`config.mk`:
```
export PLATFORM = sky130hd
export DESIGN_NAME = demux2_8b_stream
export DESIGN_NICKNAME = d
export VERILOG_FILES = /design/src/rtl/demux2_8b_stream.sv
export SDC_FILE = /design/constraint.sdc
export NUM_CORES = 1
export LEC_CHECK = 0
export ABC_AREA = 1
export ABC_CLOCK_PERIOD_IN_PS = 2900
export CORE_MARGIN = 3
export CORE_UTILIZATION = 55
export DETAILED_ROUTE_END_ITERATION = 8
export DONT_BUFFER_PORTS = 1
export GPL_ROUTABILITY_DRIVEN = 0
export PLACE_DENSITY = 0.8
export SLEW_MARGIN = 20
export SYNTH_ARGS = -nofsm -noshare
export SYNTH_HDL_FRONTEND = slang
export SYNTH_SLANG_ARGS = --single-unit
```
`constraint.sdc`:
```
create_clock -name clk -period 2.9 [get_ports clk]
set_input_delay 0.58 -clock clk [delete_from_list [all_inputs] [get_ports clk]]
set_output_delay 0.58 -clock clk [all_outputs]
set_load 0.005 [all_outputs]
```
`src/rtl/demux2_8b_stream.sv`:
```
// 1-to-2 registered stream demultiplexer with a small FIFO per lane.
// Latency 1 cycle from accept to lane head; a full selected lane deasserts in_ready, and the other lane is unaffected.

module demux2_8b_stream_lane #(
  parameter int WIDTH = 8,
  parameter int DEPTH = 2
) (
  input  logic             clk,
  input  logic             rst,
  input  logic             i_push,
  input  logic [WIDTH-1:0] i_push_dat,
  input  logic             i_pop_rdy,
  output logic [WIDTH-1:0] o_head_dat,
  output logic             o_head_vld,
  output logic             o_full
);
  localparam int AW = (DEPTH > 1) ? $clog2(DEPTH) : 1;
  localparam logic [AW-1:0] PTR_ONE = 1;
  localparam logic [AW:0]   OCC_ONE = 1;
  localparam logic [AW:0]   OCC_MAX = (AW+1)'(DEPTH);

  logic [WIDTH-1:0] r_mem [DEPTH];
  logic [AW-1:0]    r_wr_ptr;
  logic [AW-1:0]    r_rd_ptr;
  logic [AW:0]      r_occ;
  logic             w_pop;

  assign o_head_vld = (r_occ != '0);
  assign o_head_dat = r_mem[r_rd_ptr];
  assign o_full     = (r_occ == OCC_MAX);
  assign w_pop      = o_head_vld && i_pop_rdy;

  // Storage is cleared on reset so the head reads 0 until the first push.
  always_ff @(posedge clk) begin
    if (rst) begin
      for (int i = 0; i < DEPTH; i++) r_mem[i] <= '0;
      r_wr_ptr <= '0;
      r_rd_ptr <= '0;
      r_occ    <= '0;
    end else begin
      if (i_push) begin
        r_mem[r_wr_ptr] <= i_push_dat;
        r_wr_ptr        <= r_wr_ptr + PTR_ONE;
      end
      if (w_pop) r_rd_ptr <= r_rd_ptr + PTR_ONE;
      case ({i_push, w_pop})
        2'b10:   r_occ <= r_occ + OCC_ONE;
        2'b01:   r_occ <= r_occ - OCC_ONE;
        default: r_occ <= r_occ;
      endcase
    end
  end
endmodule

module demux2_8b_stream #(
  parameter int WIDTH = 8,
  parameter int DEPTH = 2,
  parameter int CNT_W = 8
) (
  input  logic             clk,
  input  logic             rst,
  input  logic [WIDTH-1:0] in_data,
  input  logic             in_sel,
  input  logic             in_valid,
  output logic             in_ready,
  output logic [WIDTH-1:0] out0_data,
  output logic             out0_valid,
  input  logic             out0_ready,
  output logic [WIDTH-1:0] out1_data,
  output logic             out1_valid,
  input  logic             out1_ready,
  output logic [CNT_W-1:0] cnt0,
  output logic [CNT_W-1:0] cnt1
);
  localparam logic [CNT_W-1:0] CNT_ONE = 1;

  logic             w_full0;
  logic             w_full1;
  logic             w_push0;
  logic             w_push1;
  logic [CNT_W-1:0] r_cnt0;
  logic [CNT_W-1:0] r_cnt1;

  // Readiness looks only at the selected lane, never at in_valid.
  assign in_ready = !rst && !(in_sel ? w_full1 : w_full0);
  assign w_push0  = in_valid && in_ready && !in_sel;
  assign w_push1  = in_valid && in_ready &&  in_sel;
  assign cnt0     = r_cnt0;
  assign cnt1     = r_cnt1;

  demux2_8b_stream_lane #(.WIDTH(WIDTH), .DEPTH(DEPTH)) u_lane0 (
    .clk        (clk),
    .rst        (rst),
    .i_push     (w_push0),
    .i_push_dat (in_data),
    .i_pop_rdy  (out0_ready),
    .o_head_dat (out0_data),
    .o_head_vld (out0_valid),
    .o_full     (w_full0)
  );

  demux2_8b_stream_lane #(.WIDTH(WIDTH), .DEPTH(DEPTH)) u_lane1 (
    .clk        (clk),
    .rst        (rst),
    .i_push     (w_push1),
    .i_push_dat (in_data),
    .i_pop_rdy  (out1_ready),
    .o_head_dat (out1_data),
    .o_head_vld (out1_valid),
    .o_full     (w_full1)
  );

  always_ff @(posedge clk) begin
    if (rst) begin
      r_cnt0 <= '0;
      r_cnt1 <= '0;
    end else begin
      if (w_push0) r_cnt0 <= r_cnt0 + CNT_ONE;
      if (w_push1) r_cnt1 <= r_cnt1 + CNT_ONE;
    end
  end
endmodule
```
* Word level (Yosys, flattened, before mapping)
Memory sizes are Yosys's and may differ from the RTL's. A register that Yosys moved wholly into a read port is not among the register bits.
Index checks and enable logic that the tools add are counted.
** Word-level totals
- Flip-flop bits (word level) :: 24
- RAM bits :: 32
- Output and inout port bits :: 35
- Input bits :: 14
- Memories kept :: 2
- Logic and storage cells :: 62
** Operators by class
- Equality and inequality tests :: 6
- Reductions and logical operators :: 15
- Add/sub/neg operators :: 10
- Mux-type cells :: 21
** Memory list
- u_lane0.r_mem :: words 2, bits a word 8, rd ports 1, clocked after memory_dff 1, wr ports 2, RTL line 22 : logic [WIDTH-1:0] r_mem [DEPTH];
- u_lane1.r_mem :: words 2, bits a word 8, rd ports 1, clocked after memory_dff 1, wr ports 2, RTL line 22
** Operators by type and width (number)
- two-way mux 1 bit :: 17
- adder 8 x 1 -> 8 bit, second input constant :: 2
- two-way mux 8 bit :: 2
- OR reduction 8 bit :: 2
- equality test 2 bit, second input constant :: 4
- case mux 2 bit (2 select lines) :: 2
- nonzero test 2 bit :: 4
- logical AND 1 bit :: 6
- adder 1 bit, second input constant :: 4
- adder 2 x 1 -> 2 bit, second input constant :: 2
- equality test 2 x 1 -> 1 bit, second input constant :: 2
- subtractor 2 x 1 -> 2 bit, second input constant :: 2
- zero test 1 bit :: 3

* Longest topological paths before layout
Gate-level depths: netlist of the first run.
- Depth after elaboration :: 11
- Depth in mapped cells :: 11
- Depth with buffers taken out :: 10

* Hierarchy
Synthesis of the first run repeated with hierarchy kept, for this count alone.
** Unflattened totals
- Cell total of the unflattened synthesis :: 322
- Area total of the unflattened synthesis :: 2805.2 um2
** By module, submodules not included
- demux2_8b_stream_lane :: cells an instance 88, area each 944.7 um2, times used 2
- demux2_8b_stream :: cells an instance 146, area each 915.9 um2, times used 1

* Least setup slack after synthesis of the first run
No wires, ideal clock.
- Kind :: input -> register
- Start point :: input port in_sel
- End point :: register u_lane1.r_occ[1]
- Buffers on the path :: 1
- Setup slack :: 0.929 ns
- Required time :: 2.778 ns
- Cell stages on the path :: 11
- Library setup time :: 0.122 ns
- Arrival :: 1.848 ns
- Path through :: buf_6 inv_4 nand3_4 nand4_1 nor2_2 inv_1 ha_1 a21oi_1 o21ai_0 o21ai_0 a21oi_1
** On the way
- Word-level cells in the longest chain between the ends :: 7
** Ends and longest elaborated chain
- start, declared :: RTL line 63 : input logic in_sel,
- two-way mux 1 bit :: RTL line 85 : assign in_ready = !rst && !(in_sel ? w_full1 : w_full0);
- zero test 1 bit :: RTL line 85
- logical AND 1 bit :: RTL line 85
- logical AND 1 bit :: RTL line 87 : assign w_push1 = in_valid && in_ready && in_sel;
- logical AND 1 bit (*) :: RTL line 87
- equality test 2 x 1 -> 1 bit / equality test 2 bit (equally long branches) :: RTL line 46 : case ({i_push, w_pop})
- case mux 2 bit (2 select lines) / nonzero test 2 bit (equally long branches)
- end signal, assigned :: RTL line 47 : 2'b10: r_occ <= r_occ + OCC_ONE;
- end signal, assigned :: RTL line 48 : 2'b01: r_occ <= r_occ - OCC_ONE;
- end signal, assigned :: RTL line 49 : default: r_occ <= r_occ;
- end, declared :: RTL line 25 : logic [AW:0] r_occ;
Every way passes the cells marked *; elsewhere a longest branch is shown, timed or not.
A chain may end at the register's enable or synchronous reset.

* Worst setup path in the final report of the first run
- Start point :: input port rst
- End point :: register u_lane1.r_occ[1]
** On the way
- Word-level cells in the longest chain between the ends :: 6
** Ends and longest elaborated chain
- start, declared :: RTL line 61 : input logic rst,
- zero test 1 bit :: RTL line 85
- logical AND 1 bit :: RTL line 85
- logical AND 1 bit (2 in a row) :: RTL line 87
- equality test 2 x 1 -> 1 bit / equality test 2 bit (equally long branches) :: RTL line 46
- case mux 2 bit (2 select lines) / nonzero test 2 bit (equally long branches)
Several ways; a longest one is shown, not always the timed one.

==> metrics.md, run 1 <==
| Metric | Value |
|---|---|
| CP arrival | 2.12 ns |
| Number of port buffers | 0 |
| Worst slack after detailed placement | 0.662 ns |
| Total area of multi-input combinational cells | 0.00106 mm² |
| Count of final setup violators | 0 |
| Sequential-to-total area share from yosys stat | 54.3% |
| Static Leak | 1.20 nW |
| Fin crit share | 65.6% |
| Clock-pin transition on the worst setup and hold timing paths | 0.07 ns |
| Switching component of the power | 0.000460 W |
| Horizontal extent of the die | 76.5 µm |
| H-Tree Depth | 3 |
| Post-Route WL | 5220 µm |
| Final setup skew | 0.00766 ns |
| Headroom to the max-slew limit | 70.0% |
| Count of unique library cells instantiated by Yosys | 27 |
| Mean instance size in the synthesized netlist | 9.61 µm² |
| FMAX | 526 MHz |
| P&R area growth vs syn | 7.84% |
| Part of the power in the clock network | 40.0% |
| Detailed Place HPWL | 3630 µm |
| Core box area | 0.00475 mm² |
| Syn nets | 302 |
| TritonCTS clock tree | built |
| Number of buffers added for setup after CTS | 0 |
| WL per Instance | 14.5 µm |
| Post-CTS sizing | 0 |
| Via count | 1,895 |
| Setup CP Type | primary input to register |
| Maximum fanout count along the critical path | 25 |
| Antenna violations before repair | 0 |
| Share of synthesized flip-flops with an asynchronous set or reset | 0% |
| Initial DRC Count | 159 |
| FF+latch count, synth | 58 |
| Transition time at the pin with the least slew margin | 0.449 ns |
| Count of clock tree sinks | 58 |
| Post-layout min period | 1.90 ns |
| Max_cap viols | 0 |
| Most used flip-flop cell after synthesis | sky130_fd_sc_hd__edfxtp_1 |
| Hold WC Path Type | primary input to register |
| Root buffer cell | sky130_fd_sc_hd__clkbuf_8 |
| Number of buffers added to fix hold violations after cts | 0 |
| DRC violation count after routing | 0 |
| Standard-cell row count | 25 |
| Type of element capturing the critical path | register |
| Final-layout fill cell count | 411 |
| Hold Violations, Final | 0 |
| Chip Height | 76.5 µm |
| Setup TNS | 0 ns |
| Pin count of the biggest net entering global routing | 26 |
| Number of global-route vias before repair | 1,846 |
| Outcome | finished clean |
| Yosys warning total | 0 |
| Via density per instance | 5.25 |
| Post-Syn Area | 0.00273 mm² |
| Effective utilization at floorplan | 57.4% |
| Power per cell area | 618 mW/mm² |
| GRT Resource Usage Total | 19.6% |
| Total die area | 0.00585 mm² |
| Register area | 0.00148 mm² |
| Clock latency on the worst-skew pair | 0.34 ns |
| Antenna viol nets, final | 0 |
| Longest Clk Path Bufs | 2 |
| Share of final-layout standard cells stronger than drive strength 1 | 18.0% |
| Cell internal pwr | 0.00136 W |
| Count of mapped cells out of synthesis | 284 |
| Relative contribution of sequential cells to total power | 51.5% |
| Number of top-level pins | 49 |
| Overflow left after global routing | 0 |
| Share of total power consumed by net switching | 25.3% |
| Detailed-router iteration count before antenna repair | 4 |
| Hold slack | 0.304 ns |
| Data required time of the worst path | 3.12 ns |
| IR drop worst, VDD | 306 µV |
| Part of the total power dissipated in combinational logic | 8.5% |
| Final Slew Violations | 0 |
| Wire length of the first global-routing pass | 8850 µm |
| Setup repair after global routing missed its margin | false |
| Nature of the critical path startpoint | primary input |
| Final worst setup slack | 0.999 ns |
| Number of inserted diodes | 0 |
| Total Nets Final | 307 |
| Num CTS Buffers | 9 |
| Number of synthesized flops with an enable pin | 32 |
## cell type report
cell class,count,area share [%]
clock buffers,9,4.21
clock inverters,7,2.38
inverters,32,4.25
multi-input cells,188,36.0
flip-flops and latches,58,50.3
well taps,67,2.85
## routing by layer
layer	part of all wire, %	up-vias	global-route usage, %
li1	-	951	-
met5	0	-	0
met3	6.4	11	5.79
met4	2.0	0	10.9
met2	48	56	30.8
met1	44	877	24.1
## power by group through the flow
stage / clock network (W) / logic [W] / registers [W]
6_report: 0.000727 / 0.000154 / 0.000938
5_1_grt: 0.000782 / 0.000175 / 0.000942
4_1_cts: 0.000738 / 0.000156 / 0.000938
3_5_place_dp: 0 / 0.000155 / 0.000956
3_3_place_gp: 0 / 0.000152 / 0.000954
2_1_floorplan: 0 / 0.000146 / 0.000941
## cell usage in the layout (no fill, tap or decap)
| cell type | instances |
|---|---|
| sky130_fd_sc_hd__nand4_1 | 3 |
| sky130_fd_sc_hd__a21oi_1 | 18 |
| sky130_fd_sc_hd__clkinv_2 | 3 |
| sky130_fd_sc_hd__bufinv_16 | 1 |
| sky130_fd_sc_hd__nand2_1 | 50 |
| sky130_fd_sc_hd__nand2_4 | 1 |
| sky130_fd_sc_hd__clkbuf_8 | 9 |
| sky130_fd_sc_hd__inv_4 | 2 |
| sky130_fd_sc_hd__nand3_2 | 1 |
| sky130_fd_sc_hd__nand3_4 | 3 |
| sky130_fd_sc_hd__xor2_1 | 1 |
| sky130_fd_sc_hd__nand4_4 | 1 |
| sky130_fd_sc_hd__ha_1 | 4 |
| sky130_fd_sc_hd__o21ai_0 | 9 |
| sky130_fd_sc_hd__clkinv_4 | 2 |
| sky130_fd_sc_hd__dfxtp_1 | 26 |
| sky130_fd_sc_hd__a21oi_2 | 7 |
| sky130_fd_sc_hd__nand3_1 | 12 |
| sky130_fd_sc_hd__inv_2 | 1 |
| sky130_fd_sc_hd__edfxtp_1 | 32 |
| sky130_fd_sc_hd__nor2_1 | 56 |
| sky130_fd_sc_hd__nor2_2 | 2 |
| sky130_fd_sc_hd__clkinvlp_4 | 1 |
| sky130_fd_sc_hd__inv_1 | 29 |
| sky130_fd_sc_hd__mux2_2 | 16 |
| sky130_fd_sc_hd__nand3b_1 | 1 |
| sky130_fd_sc_hd__nand2_2 | 2 |
| sky130_fd_sc_hd__nor2_8 | 1 |
## sequential cells by signal, summed over array words and instances (netlist names), named ones only
signal	flops
u_lane0.r_rd_ptr	1
u_lane1.r_occ	2
u_lane0.r_mem	16
u_lane1.r_wr_ptr	1
u_lane0.r_occ	2
cnt0	8
u_lane1.r_rd_ptr	1
u_lane0.r_wr_ptr	1
u_lane1.r_mem	16
cnt1	8
## path summary, 6_finish.rpt
path | start | endpoint | slack (ns) | cells after the start
worst max-delay path | rst | u_lane1.r_occ[1] | 1.0 | 9
worst min-delay path | rst | cnt0[6] | 0.30 | 1
worst max register to register | u_lane0.r_occ[0] | u_lane1.r_occ[1] | 1.04 | 10
worst min register to register | u_lane0.r_rd_ptr | register | 0.45 | 1
## cells in the mapped netlist, types with 3 or more instances
cell type,n,share of area (%)
sky130_fd_sc_hd__mux2_2,16,6.6
sky130_fd_sc_hd__dfxtp_1,26,19
sky130_fd_sc_hd__nor2_1,56,7.7
sky130_fd_sc_hd__a21oi_2,7,2.2
sky130_fd_sc_hd__nand3_1,12,2.2
sky130_fd_sc_hd__inv_1,29,4.0
sky130_fd_sc_hd__o21ai_0,9,1.6
sky130_fd_sc_hd__a21oi_1,18,3.3
sky130_fd_sc_hd__nand2_1,50,6.9
sky130_fd_sc_hd__ha_1,4,1.8
sky130_fd_sc_hd__nand4_1,3,0.69
sky130_fd_sc_hd__edfxtp_1,32,35
sky130_fd_sc_hd__nand3_4,3,1.9
## stage by stage
step	power [W]	util, %	area, µm²	instances
after detailed placement	0.00111	57.8	2750	345
after global placement	0.00111	57.8	2750	345
final	0.00182	61.9	2940	361
after floorplan	0.00109	-	2730	284
after CTS	0.00183	61.9	2940	361
after global routing	0.00190	61.9	2940	361
## worst max-delay path, stage by stage
cell	delay [ns]
sky130_fd_sc_hd__inv_2	0.32
sky130_fd_sc_hd__nand4_1	0.17
sky130_fd_sc_hd__nor2_2	0.22
sky130_fd_sc_hd__inv_1	0.07
sky130_fd_sc_hd__ha_1	0.30
sky130_fd_sc_hd__a21oi_1	0.12
sky130_fd_sc_hd__o21ai_0	0.12
sky130_fd_sc_hd__o21ai_0	0.16
sky130_fd_sc_hd__a21oi_1	0.06
## kinds of logic after synthesis
group | share of synthesized area, %
compound gates | 7.20
xor+xnor | 0.321
fa+ha+maj | 1.83
buf+inv | 6.92
flops | 54.3
mux | 6.60
simple gates | 22.9
Note: power is estimated with default switching activity, not from simulation.
==> inputs of run 2 (changes only) <==
Settings changed: ABC_CLOCK_PERIOD_IN_PS 2900 to 1750.
Clock period 2.9 ns to 1.75 ns, I/O delays scaled along.
==> metrics.md, run 2 (synthesis results as in run 1) <==
| Metric | Value |
|---|---|
| Slack of the worst reg-to-reg path | 0.14 ns (was 1.04 ns) |
| Commonest non-fill, non-tap cell in the layout | sky130_fd_sc_hd__nor2_1 (unchanged) |
| Max_cap viols | 0 (unchanged) |
| Effective utilization at floorplan | 57.4% (unchanged) |
| Data required time of the worst path | 1.40 ns (was 3.12 ns) |
| Total Nets Final | 316 (was 307) |
| FMAX | 616 MHz |
| Via density per instance | 5.17 (was 5.25) |
| Chip Height | 76.5 µm (unchanged) |
| Most Used Layer, Global Route | met2 (unchanged) |
| Hold slack | 0.0841 ns (was 0.304 ns) |
| Number of buffers added to fix hold violations after cts | 0 (unchanged) |
| Clock latency on the worst-skew pair | 0.33 ns (was 0.34 ns) |
| Category of cells accounting for the largest share of critical-path delay | flip-flops (was compound AO/OA/AOI/OAI gates) |
| Count of clock tree sinks | 58 (unchanged) |
| Post-layout min period | 1.62 ns |
| Num CTS Buffers | 9 (unchanged) |
| Initial DRC Count | 99 (was 159) |
| Clock-pin transition on the worst setup and hold timing paths | 0.06 ns (was 0.07 ns) |
| DRC violation count after routing | 0 (unchanged) |
| Number of logic stages on the critical path including buffering | 1 (was 9) |
| Number of inserted diodes | 0 (unchanged) |
| Share of final-layout standard cells stronger than drive strength 1 | 22.4% (was 18.0%) |
| Buf+Inv Stages, Crit Path | 0 (was 2) |
| Reg2reg end | u_lane1.r_mem[0][5] (was u_lane1.r_occ[1]) |
| Overflow left after global routing | 0 (unchanged) |
| P&R area growth vs syn | 12.1% (was 7.84%) |
| Met3 track demand over resource | 6.74% (was 5.79%) |
| Standard-cell row count | 25 (unchanged) |
| Via count | 1,912 (was 1,895) |
| Power consumption | 0.00315 W (was 0.00182 W) |
| Antenna violations before repair | 0 (unchanged) |
| CP arrival | 1.27 ns (was 2.12 ns) |
| Horizontal extent of the die | 76.5 µm (unchanged) |
| Transition time at the pin with the least slew margin | 0.401 ns (was 0.449 ns) |
| Slowest cell on the critical path | sky130_fd_sc_hd__dfxtp_1 (was sky130_fd_sc_hd__inv_2) |
| Static Leak | 1.24 nW (was 1.20 nW) |
| Setup CP Type | register to primary output (was primary input to register) |
| Final-layout fill cell count | 401 (was 411) |
| Register area | 0.00149 mm² (was 0.00148 mm²) |
| Nature of the critical path startpoint | register (was primary input) |
| Detailed Place HPWL | 3720 µm (was 3630 µm) |
| Number of top-level pins | 49 (unchanged) |
| Final Slew Violations | 0 (unchanged) |
| Count of final setup violators | 0 (unchanged) |
| Number of global-route vias before repair | 1,932 (was 1,846) |
| Start of the worst register-to-register path | u_lane1.r_occ[0] (was u_lane0.r_occ[0]) |
| Registers with the most flip-flops | u_lane0.r_mem x16, u_lane1.r_mem x16 (unchanged) |
| CP Capture Point | out1_data[0] (was u_lane1.r_occ[1]) |
| Wire length of the first global-routing pass | 8910 µm (was 8850 µm) |
| Longest Clk Path Bufs | 2 (unchanged) |
| Hold Violations, Final | 0 (unchanged) |
| Total die area | 0.00585 mm² (unchanged) |
| Largest stage delay on the critical path | 0.53 ns (was 0.32 ns) |
| Maximum fanout count along the critical path | 8 (was 25) |
| IR drop worst, VDD | 530 µV (was 306 µV) |
| Antenna viol nets, final | 0 (unchanged) |
| GRT Resource Usage Total | 19.8% (was 19.6%) |
| Cell chain of the critical path | mux2_2 (was inv_2, nand4_1, nor2_2, inv_1, ha_1, a21oi_1, o21ai_0, o21ai_0, a21oi_1) |
| Power per cell area | 1030 mW/mm² (was 618 mW/mm²) |
| Outcome | finished clean (unchanged) |
| TritonCTS clock tree | built (unchanged) |
| Global-route track usage on met2 | 33.1% (was 30.8%) |
| Headroom to the max-slew limit | 73.2% (was 70.0%) |
| Final setup skew | 0.00484 ns (was 0.00766 ns) |
| Type of element capturing the critical path | primary output (was register) |
| WL per Instance | 14.6 µm (was 14.5 µm) |
| R2R depth | 7 (was 10) |
| Post-Route WL | 5390 µm (was 5220 µm) |
| Total area of multi-input combinational cells | 0.00109 mm² (was 0.00106 mm²) |
| Root buffer cell | sky130_fd_sc_hd__clkbuf_8 (unchanged) |
| H-Tree Depth | 3 (unchanged) |
| Pin count of the biggest net entering global routing | 18 (was 26) |
| Setup repair after global routing missed its margin | false (unchanged) |
| Detailed-router iteration count before antenna repair | 5 (was 4) |
| Core box area | 0.00475 mm² (unchanged) |
| Setup TNS | 0 ns (unchanged) |
| Met1 capacity usage during global routing | 22.7% (was 24.1%) |
| Fin crit share | 92.8% |
| Hold WC Path Type | primary input to register (unchanged) |
| Number of port buffers | 0 (unchanged) |
| Leading cell types in the layout, fill and taps excluded | sky130_fd_sc_hd__nor2_1 (56), sky130_fd_sc_hd__nand2_1 (50), sky130_fd_sc_hd__edfxtp_1 (32), sky130_fd_sc_hd__inv_1 (27), sky130_fd_sc_hd__dfxtp_1 (23) (was sky130_fd_sc_hd__nor2_1 (56), sky130_fd_sc_hd__nand2_1 (50), sky130_fd_sc_hd__edfxtp_1 (32), sky130_fd_sc_hd__inv_1 (29), sky130_fd_sc_hd__dfxtp_1 (26)) |
-- run 2: cell count changes in the layout (fill, tap and decap cells not counted), sizes merged --
cell	change
buf	+9
bufinv	+1
clkbuf	+1
clkinv	-2
-- run 2: layer usage --
metal | vias to the layer above | wire, µm | part of all wire, %
met5 | - | 0 | 0
met4 | 0 | 78 | 1.4
met3 | 9 | 370 | 6.9
met2 | 64 | 2710 | 50
met1 | 872 | 2230 | 41
li1 | 967 | - | -
-- run 2: final cells by class --
| type | count | area share [%] |
|---|---|---|
| repair buffers | 9 | 2.21 |
| well taps | 67 | 2.74 |
| inverters | 32 | 4.09 |
| clock inverters | 6 | 2.66 |
| flip-flops and latches | 58 | 48.5 |
| multi-input cells | 188 | 35.6 |
| clock buffers | 10 | 4.17 |
-- run 2: worst register-to-register path: stages (launching register included) --
cell	delay, ns
sky130_fd_sc_hd__dfxtp_2	0.35
sky130_fd_sc_hd__inv_1	0.08
sky130_fd_sc_hd__nand3_2	0.12
sky130_fd_sc_hd__nand4_1	0.11
sky130_fd_sc_hd__nor2_2	0.15
sky130_fd_sc_hd__buf_4	0.15
sky130_fd_sc_hd__nand2_2	0.05
sky130_fd_sc_hd__nand2_1	0.27
-- run 2: how the worst min path moves through the flow --
stage                                  end  cells past startpoint  from  slack, ns
after global placement    u_lane0.r_wr_ptr                      1   rst       0.42
after global routing               cnt0[7]                      1   rst       0.06
final                              cnt0[6]                      1   rst       0.08
after CTS                          cnt0[6]                      1   rst       0.07
after detailed placement  u_lane0.r_wr_ptr                      1   rst       0.42
after floorplan                    cnt0[0]                      1   rst       0.42
-- run 2: stage by stage --
step                utilization [%]  instance area, µm²  worst slack (ns)  cells
CTS                            63.2                3000            0.0470    367
floorplan                         -                2730           0.00944    284
finish                         64.3                3060             0.126    370
detailed placement             58.8                2800            0.0662    351
global placement               58.8                2800             0.139    351
global route                   64.3                3060            0.0328    370
-- run 2: what timing repair did --
item,4_1_cts,5_1_grt
setup endpoints to repair,0,10
gates resized for setup,0,10
setup buffers,0,3
-- run 2: power by group --
part           switching [W]  internal [W]  leakage (nW)
registers          0.0000486       0.00151         0.544
clock network       0.000505      0.000791         0.104
logic               0.000177      0.000115         0.592
==> inputs of run 3 (changes only) <==
Settings changed: CORE_UTILIZATION 55 to 62, CTS_CLUSTER_SIZE from default to 24, PLACE_DENSITY 0.8 to default, PLACE_DENSITY_LB_ADDON from default to 0.05.
==> metrics.md, run 3 (synthesis results as in run 1) <==
| Metric | Value |
|---|---|
| Largest stage delay on the critical path | 0.53 ns (about the same) |
| Wire length of the first global-routing pass | 7830 µm (was 8910 µm) |
| Detailed Place HPWL | 3570 µm (was 3720 µm) |
| CP arrival | 1.27 ns (about the same) |
| Slowest cell on the critical path | sky130_fd_sc_hd__dfxtp_1 (unchanged) |
| Nature of the critical path startpoint | register (unchanged) |
| Transition time at the pin with the least slew margin | 0.385 ns (was 0.401 ns) |
| Hold Violations, Final | 0 (unchanged) |
| Max_cap viols | 0 (unchanged) |
| GRT Resource Usage Total | 20.2% (was 19.8%) |
| Number of port buffers | 0 (unchanged) |
| Standard-cell row count | 23 (was 25) |
| Setup TNS | 0 ns (unchanged) |
| Antenna violations before repair | 0 (unchanged) |
| Horizontal extent of the die | 72.4 µm (was 76.5 µm) |
| H-Tree Depth | 3 (unchanged) |
| Category of cells accounting for the largest share of critical-path delay | flip-flops (unchanged) |
| IR drop worst, VDD | 639 µV (was 530 µV) |
| Part of the total power dissipated in combinational logic | 9.4% (was 9.3%) |
| Hold slack | 0.0762 ns (was 0.0841 ns) |
| Power consumption | 0.00284 W (was 0.00315 W) |
| Cell chain of the critical path | mux2_2 (unchanged) |
| Chip Height | 72.4 µm (was 76.5 µm) |
| Static Leak | 1.22 nW (was 1.24 nW) |
| Commonest non-fill, non-tap cell in the layout | sky130_fd_sc_hd__nor2_1 (unchanged) |
| Root buffer cell | sky130_fd_sc_hd__clkbuf_8 (unchanged) |
| Setup repair after global routing missed its margin | false (unchanged) |
| Number of inserted diodes | 0 (unchanged) |
| FMAX | 616 MHz (about the same) |
| Total Nets Final | 316 (unchanged) |
| Number of buffers added to fix hold violations after cts | 0 (unchanged) |
| Setup CP Type | register to primary output (unchanged) |
| Post-layout min period | 1.62 ns (about the same) |
| Outcome | finished clean (unchanged) |
| Detailed-router iteration count before antenna repair | 4 (was 5) |
| Final Slew Violations | 0 (unchanged) |
| Longest Clk Path Bufs | 2 (unchanged) |
| Power per cell area | 960 mW/mm² (was 1030 mW/mm²) |
| Share of final-layout standard cells stronger than drive strength 1 | 20.5% (was 22.4%) |
| P&R area growth vs syn | 8.39% (was 12.1%) |
| DRC violation count after routing | 0 (unchanged) |
| TritonCTS clock tree | built (unchanged) |
| Switching component of the power | 0.000728 W (was 0.000731 W) |
| Number of global-route vias before repair | 1,728 (was 1,932) |
| Via count | 1,896 (was 1,912) |
| Maximum fanout count along the critical path | 8 (unchanged) |
| Clock-pin transition on the worst setup and hold timing paths | 0.06 ns (about the same) |
| Relative contribution of sequential cells to total power | 54.7% (was 49.5%) |
| Final setup skew | 0.00665 ns (was 0.00484 ns) |
| Effective utilization at floorplan | 66.3% (was 57.4%) |
| Fin crit share | 92.8% (about the same) |
| Num CTS Buffers | 9 (unchanged) |
| Number of top-level pins | 49 (unchanged) |
| Headroom to the max-slew limit | 74.2% (was 73.2%) |
| Initial DRC Count | 65 (was 99) |
| Overflow left after global routing | 0 (unchanged) |
| Count of clock tree sinks | 58 (unchanged) |
| Pin count of the biggest net entering global routing | 17 (was 18) |
| Core box area | 0.00412 mm² (was 0.00475 mm²) |
| Total die area | 0.00524 mm² (was 0.00585 mm²) |
| Data required time of the worst path | 1.40 ns (about the same) |
| WL per Instance | 14.0 µm (was 14.6 µm) |
| Part of the power in the clock network | 35.9% (was 41.2%) |
| Registers with the most flip-flops | u_lane0.r_mem x16, u_lane1.r_mem x16 (unchanged) |
| Hold WC Path Type | primary input to register (unchanged) |
| Via density per instance | 5.37 (was 5.17) |
| Count of final setup violators | 0 (unchanged) |
| Antenna viol nets, final | 0 (unchanged) |
| Cell internal pwr | 0.00211 W (was 0.00242 W) |
| Leading cell types in the layout, fill and taps excluded | sky130_fd_sc_hd__nor2_1 (56), sky130_fd_sc_hd__nand2_1 (50), sky130_fd_sc_hd__edfxtp_1 (32), sky130_fd_sc_hd__inv_1 (28), sky130_fd_sc_hd__dfxtp_1 (25) (was sky130_fd_sc_hd__nor2_1 (56), sky130_fd_sc_hd__nand2_1 (50), sky130_fd_sc_hd__edfxtp_1 (32), sky130_fd_sc_hd__inv_1 (27), sky130_fd_sc_hd__dfxtp_1 (23)) |
| Share of total power consumed by net switching | 25.6% (was 23.2%) |
| Type of element capturing the critical path | primary output (unchanged) |
| Clock latency on the worst-skew pair | 0.34 ns (was 0.33 ns) |
| Post-Route WL | 4940 µm (was 5390 µm) |
| Buf+Inv Stages, Crit Path | 0 (unchanged) |
## run 3: what timing repair did
action                     CTS  global route
buffers inserted             0             1
setup endpoints to repair    0             2
gates resized for setup      0             5
hold endpoints to repair     0             0
## run 3: area by class of cell
| type | instances | area (µm²) |
|---|---|---|
| clock inverters | 6 | 33.8 |
| multi-input cells | 188 | 1060 |
| fillers | 327 | 1160 |
| clock buffers | 10 | 128 |
| flip-flops and latches | 58 | 1480 |
| inverters | 32 | 125 |
| repair buffers | 9 | 67.6 |
| well taps | 50 | 62.6 |
## run 3: path summary, 6_finish.rpt
| check | from | to | slack [ns] | cells after the start |
|---|---|---|---|---|
| worst max-delay path | register | out0_data[5] | 0.13 | 1 |
| worst min-delay path | rst | cnt0[7] | 0.08 | 1 |
| worst min register to register | u_lane1.r_rd_ptr | u_lane1.r_rd_ptr | 0.45 | 1 |
| worst max register to register | u_lane1.r_occ[0] | u_lane1.r_occ[1] | 0.15 | 10 |
## run 3: through the flow
step / setup WS (ns) / cells / util [%] / cell area [µm²]
global placement: 0.139 / 336 / 67.8 / 2790
CTS: 0.0908 / 352 / 71.7 / 2950
global route: 0.0119 / 353 / 71.9 / 2960
detailed placement: 0.0928 / 336 / 67.8 / 2790
finish: 0.126 / 353 / 71.9 / 2960
floorplan: 0.00944 / 284 / - / 2730
## run 3: metal layers
metal,track usage (%),up-vias,part of all wire (%)
met5,0,-,0
li1,-,966,-
met3,8.59,10,8.3
met2,32.1,59,47
met4,8.14,0,1.3
met1,24.3,861,43
## run 3: power groups by stage
stage / sequential (W) / combinational, W / clock (W)
floorplan: 0.00156 / 0.000242 / 0
global placement: 0.00158 / 0.000263 / 0
detailed placement: 0.00158 / 0.000266 / 0
CTS: 0.00155 / 0.000268 / 0.00104
global route: 0.00156 / 0.000300 / 0.00109
finish: 0.00155 / 0.000266 / 0.00102
